### src/rtl/frame_scheduler.sv
// frame_scheduler: per-frame sequencer in the pixel clock domain.
// Starts physics, then the environment stream. It then waits for blanking and
// issues a one-cycle swap strobe, so render-side registers only ever latch a
// complete frame.
// Optional watchdog: define FRAME_SCHEDULER_WATCHDOG_EN to abort frames that
// stay active for TIMEOUT_CYCLES cycles.
module frame_scheduler #(
  parameter int TIMEOUT_CYCLES = 1_000_000,
  parameter int COUNT_BITS     = 16
) (
  input  logic                  clk_in,
  input  logic                  rst_in,
  input  logic                  new_frame_in,
  input  logic                  active_draw_in,
  output logic                  phys_start_out,
  input  logic                  phys_done_in,
  output logic                  env_start_out,
  input  logic                  env_done_in,
  output logic                  swap_out,
  output logic                  busy_out,
  output logic [COUNT_BITS-1:0] frames_out,
  output logic [COUNT_BITS-1:0] overruns_out,
  output logic [COUNT_BITS-1:0] timeouts_out
);

  typedef enum logic [2:0] {
    IDLE       = 3'd0,
    PHYS       = 3'd1,
    ENV        = 3'd2,
    WAIT_BLANK = 3'd3,
    SWAP       = 3'd4
  } state_t;

  state_t                state_q, state_d;
  logic                  phys_start_q, phys_start_d;
  logic                  env_start_q, env_start_d;
  logic                  swap_q, swap_d;
  logic                  busy_q, busy_d;
  logic [COUNT_BITS-1:0] frames_q, frames_d;
  logic [COUNT_BITS-1:0] overruns_q, overruns_d;
  logic                  overrun_evt;
  logic                  timeout_hit;

  // Saturating increment used by the overrun and timeout statistics.
  function automatic logic [COUNT_BITS-1:0] sat_inc(input logic [COUNT_BITS-1:0] v);
    return (&v) ? v : v + 1'b1;
  endfunction

`ifdef FRAME_SCHEDULER_WATCHDOG_EN
  localparam int WD_W = (TIMEOUT_CYCLES > 2) ? $clog2(TIMEOUT_CYCLES) : 2;
  localparam logic [WD_W-1:0] WD_LAST = WD_W'(TIMEOUT_CYCLES - 1);

  logic [WD_W-1:0]       wd_q, wd_d;
  logic                  wd_run;
  logic [COUNT_BITS-1:0] timeouts_q, timeouts_d;

  // Watchdog counts active-frame cycles and fires on its last allowed cycle.
  always_comb begin
    wd_run      = (state_q == PHYS) || (state_q == ENV) || (state_q == WAIT_BLANK);
    timeout_hit = wd_run && (wd_q == WD_LAST);
    wd_d        = (wd_run && !timeout_hit) ? wd_q + 1'b1 : '0;
    timeouts_d  = timeout_hit ? sat_inc(timeouts_q) : timeouts_q;
  end

  // Watchdog counter and timeout statistic registers.
  always_ff @(posedge clk_in or posedge rst_in) begin
    if (rst_in) begin
      wd_q       <= '0;
      timeouts_q <= '0;
    end else begin
      wd_q       <= wd_d;
      timeouts_q <= timeouts_d;
    end
  end

  assign timeouts_out = timeouts_q;
`else
  assign timeout_hit  = 1'b0;
  assign timeouts_out = '0;
`endif

  // Next state, registered-output next values and counter updates.
  always_comb begin
    state_d = state_q;
    unique case (state_q)
      IDLE:       if (new_frame_in) state_d = PHYS;
      // A done pulse coinciding with our own start pulse belongs to no frame.
      PHYS:       if (phys_done_in && !phys_start_q) state_d = ENV;
      ENV:        if (env_done_in) state_d = WAIT_BLANK;
      WAIT_BLANK: if (!active_draw_in) state_d = SWAP;
      SWAP:       state_d = IDLE;
      default:    state_d = IDLE;
    endcase
    if (timeout_hit) state_d = IDLE;

    phys_start_d = (state_d == PHYS) && (state_q == IDLE);
    env_start_d  = (state_d == ENV) && (state_q == PHYS);
    swap_d       = (state_d == SWAP);
    busy_d       = (state_d != IDLE);

    overrun_evt  = new_frame_in && (state_q != IDLE);
    overruns_d   = overrun_evt ? sat_inc(overruns_q) : overruns_q;
    frames_d     = (state_q == SWAP) ? frames_q + 1'b1 : frames_q;
  end

  // State, pulse outputs and statistics registers.
  always_ff @(posedge clk_in or posedge rst_in) begin
    if (rst_in) begin
      state_q      <= IDLE;
      phys_start_q <= 1'b0;
      env_start_q  <= 1'b0;
      swap_q       <= 1'b0;
      busy_q       <= 1'b0;
      frames_q     <= '0;
      overruns_q   <= '0;
    end else begin
      state_q      <= state_d;
      phys_start_q <= phys_start_d;
      env_start_q  <= env_start_d;
      swap_q       <= swap_d;
      busy_q       <= busy_d;
      frames_q     <= frames_d;
      overruns_q   <= overruns_d;
    end
  end

  assign phys_start_out = phys_start_q;
  assign env_start_out  = env_start_q;
  assign swap_out       = swap_q;
  assign busy_out       = busy_q;
  assign frames_out     = frames_q;
  assign overruns_out   = overruns_q;

endmodule

### config.mk
export PLATFORM = sky130hd
export DESIGN_NAME = frame_scheduler
export DESIGN_NICKNAME = d
export VERILOG_FILES = /design/src/rtl/frame_scheduler.sv
export SDC_FILE = /design/constraint.sdc
export NUM_CORES = 1
export LEC_CHECK = 0
export CAP_MARGIN = 20
export CORE_MARGIN = 5
export CORE_UTILIZATION = 47
export CTS_BUF_LIST = sky130_fd_sc_hd__clkbuf_16
export CTS_CLUSTER_DIAMETER = 200
export CTS_CLUSTER_SIZE = 12
export DETAILED_ROUTE_END_ITERATION = 6
export PLACE_DENSITY = 0.9
export SLEW_MARGIN = 15
export SYNTH_ARGS = -nofsm -noshare
export SYNTH_HDL_FRONTEND = slang
export SYNTH_SLANG_ARGS = --single-unit
### constraint.sdc
create_clock -name clk_in -period 2.2 [get_ports clk_in]
set_clock_uncertainty 0.05 [all_clocks]
set_input_delay 0.33 -clock clk_in [delete_from_list [all_inputs] [get_ports clk_in]]
set_output_delay 0.33 -clock clk_in [all_outputs]
set_load 0.02 [all_outputs]
==> metrics.md <==
| Metric | Value |
|---|---|
| Status | finished clean |
| Yosys warns | 0 |
| Share of layout cells above drive strength 1 | 9.778% |
| Post-synth cell types | 36 |
| Worst path top cell family by delay | simple AND/OR/NAND/NOR gates |
| Post-layout min period | 1.896 ns |
| Slowest cell delay on critical path | 0.45 ns |
| RSZ-0062 raised after global routing | no |
| CP startpoint kind | register |
| Mapped cell area | approximately 2000 µm² |
| Seq/Total Area, Yosys | around half |
| Initial core utilization | between 40 and 50% |
| Total GRT Usage | 14.68% |
| Hold WC Path Type | input pin to asynchronous set/reset pin |
| Vias in the first global route | 1337 |
| Rows | 23 |
| Nets | roughly 230 |
| CP Max Fanout | 9 |
| CTS tree | built |
| VDD IR max | between 0.7 and 0.8 mV |
| Clock buffer depth | 2 |
| Ant. Diodes | 0 |
| I/O pin cnt | 58 |
| Vias/cell | 5.040 |
| CP required | 2.30 ns |
| Num CTS Buffers | 5 |
| DIE HEIGHT | 75.27 µm |
| Final Util | 62.60% |
| CTS hold repair buffers | 0 |
| Worst-Skew Late Latency | 0.28 ns |
| Die Width | 75.27 µm |
| Initial antenna violation count | 0 |
| # fillers | 328 |
| Slowest cell on the critical path | nor4_4 |
| Router iterations before antenna repair | 4 |
| CTS root buf | clkbuf_16 |
| # Max-Cap Violations | 0 |
| Fmax | approximately 530 MHz |
| Period utilization | a little under nine tenths |
| Number of H-tree levels | 2 |
| Largest net degree at the start of global routing | 40 |
| CTS Sinks | 39 |
| Nature of the critical path endpoint | register |
| Drt drc | 0 |
| Detail Placement HPWL | between 2 and 3 mm |
| Syn_area_per_cell | 11.31 µm² |
| Gpl congestion | 0.8171 |
| Cells after synthesis | 177 |
| Final Hold Viols | 0 |
| Buf/Inv on CP | 1 |
| DRT iter0 DRCs | around 50 |
| Die area | 5665 µm² |
| Final Max Tran Viols | 0 |
| Routed WL | 3.778 mm |
| Critical Path, Cell by Cell | ha_1 > nand4_4 > nor4_4 > buf_4 > nor3_1 > xor2_1 |
| First-pass GRT wire length | approximately 6.3 mm |
| Number of synthesized register bits | 39 |
| Routed vias | 1386 |
| Post-CTS sizing | 0 |
| CTS clk-pin slew, worst paths | ~0.060 ns |
| Gr ovfl total | 0 |
| CP arrival | 1.99 ns |
| Cell area power density | 918.6 nW/µm² |
| Port Buf Inserts | 41 |
| Core footprint | 4058 µm² |
| Final setup fails | 0 |
| Setup_tns | 0 ns |
| Worst Setup Path Type | register to register |
| Wire length per cell | 13.74 µm |
| Syn-to-layout area delta | 26.88% |
| Leakage | 1.178 nW |
| Final ANT Viol Nets | 0 |
| Setup Fix Bufs, Post-CTS | 0 |
[power breakdown]
group          internal [mW]  total (mW)  switching (mW)
Combinational          0.304       0.652           0.348
Clock                  0.411       0.676           0.265
Sequential             0.836        1.01           0.169
[flip-flops by register name (all words and copies together), names as in the netlist]
| signal | flops |
|---|---|
| frames_out | 16 |
| overruns_out | 16 |
| state_q | 3 |
| busy_out | 1 |
| env_start_out | 1 |
| phys_start_out | 1 |
| swap_out | 1 |
[cells in the mapped netlist]
library cell | n | area [µm²]
nor4b_1 | 2 | 17.52
buf_4 | 17 | 127.6
nor4_1 | 3 | 18.77
xor2_1 | 16 | 140.1
o21ai_0 | 3 | 15.01
o31ai_4 | 1 | 21.27
mux2_1 | 2 | 22.52
o2111ai_1 | 1 | 8.760
o31ai_1 | 1 | 7.510
nand2b_1 | 2 | 12.51
nor4_4 | 3 | 63.81
nor3_1 | 3 | 15.01
nor3_2 | 3 | 30.03
inv_1 | 7 | 26.28
or3b_1 | 1 | 8.760
a31oi_1 | 2 | 12.51
nand2_1 | 10 | 37.54
xnor2_1 | 12 | 105.1
nor2_2 | 1 | 6.260
nor4_2 | 2 | 25.02
mux2i_1 | 1 | 10.01
dfrtp_1 | 39 | 975.9
nand4_4 | 1 | 21.27
nand3_1 | 13 | 65.06
or3_1 | 1 | 6.260
or2_1 | 1 | 6.260
nor3b_1 | 2 | 15.01
and3_1 | 4 | 25.02
and4_1 | 1 | 8.760
conb_1 | 1 | 3.750
buf_6 | 3 | 33.78
and2b_1 | 1 | 7.510
mux2_2 | 1 | 11.26
nand4_1 | 5 | 31.28
nor2_1 | 9 | 33.78
ha_1 | 2 | 25.02
[layout make-up]
class | instances | area (µm²) | area share [%]
flip-flops and latches | 39 | 975.9 | 38.42
multi-input cells | 126 | 894.6 | 35.22
repair buffers | 45 | 440.4 | 17.34
clock buffers | 5 | 125.1 | 4.926
well taps | 50 | 62.56 | 2.463
inverters | 7 | 26.28 | 1.034
clock inverters | 3 | 15.01 | 0.5911
[layout by cell type, fill, tap and decap left out, types with 2 or more instances in the layout]
cell type | Yosys | final
nor3_2 | 3 | 3
nand2_1 | 10 | 10
dfrtp_1 | 39 | 39
nor2_1 | 9 | 9
o21ai_0 | 3 | 3
a31oi_1 | 2 | 2
nor3_1 | 3 | 3
and3_1 | 4 | 4
buf_4 | 17 | 4
inv_1 | 7 | 7
mux2_1 | 2 | 2
nand3_1 | 13 | 13
nor4_2 | 2 | 2
xnor2_1 | 12 | 12
clkbuf_16 | 0 | 5
nor3b_1 | 2 | 2
clkinv_1 | 0 | 2
ha_1 | 2 | 2
conb_1 | 1 | 16
clkdlybuf4s50_1 | 0 | 41
nor4_1 | 3 | 3
nand2b_1 | 2 | 2
nand4_1 | 5 | 5
nor4_4 | 3 | 3
xor2_1 | 16 | 16
nor4b_1 | 2 | 2
[path summary, 6_finish.rpt]
kind	depth (start not counted)	startpoint	slack (ns)	to
worst max-delay path	6	overruns_out[0]$_DFFE_PP0P_	0.30	overruns_out[5]$_DFFE_PP0P_
worst min-delay path	3	rst_in	0.42	env_start_out$_DFF_PP0_
worst max register to register	6	overruns_out[0]$_DFFE_PP0P_	0.30	overruns_out[5]$_DFFE_PP0P_
worst min register to register	1	frames_out[15]$_DFFE_PP0N_	0.42	frames_out[15]$_DFFE_PP0N_
max in group asynchronous	3	rst_in	1.34	frames_out[10]$_DFFE_PP0N_
min in group clk_in	1	frames_out[15]$_DFFE_PP0N_	0.42	frames_out[15]$_DFFE_PP0N_
[routing by layer]
layer	track usage, %	up-vias	wire length, µm
li1	-	672	-
met1	19.23	667	1726
met2	23.02	43	1756
met3	4.272	4	256
met4	5.631	0	38
met5	0	-	0
[tightest hold or removal path: cells and delay by family]
family / cells / cell delay (ns)
buffers and inverters: 3 / 0.85
[per-stage QoR]
stage | hold WS (ns) | instance area (µm²) | instances | total power, mW | worst slack (ns)
floorplan | 0.4441 | 2058 | 192 | 1.434 | 0.2772
global placement | 0.4125 | 2400 | 267 | 1.649 | 0.08222
detailed placement | 0.4160 | 2400 | 267 | 1.672 | 0.06426
CTS | 0.4228 | 2540 | 275 | 2.362 | 0.2916
global route | 0.4320 | 2540 | 275 | 2.476 | 0.1587
finish | 0.4154 | 2540 | 275 | 2.333 | 0.3036
[cells by family after synthesis]
| group | synth area share, % |
|---|---|
| AOI/OAI and AO/OA | 3.250 |
| xor gates and xnor gates | 12.25 |
| buffers and inverters | 9.375 |
| adders and majority gates | 1.250 |
| other | 0.1873 |
| DFF | 48.75 |
| muxes | 2.187 |
| and+or+nand+nor | 22.75 |
Note: power is estimated with default switching activity, not from simulation.
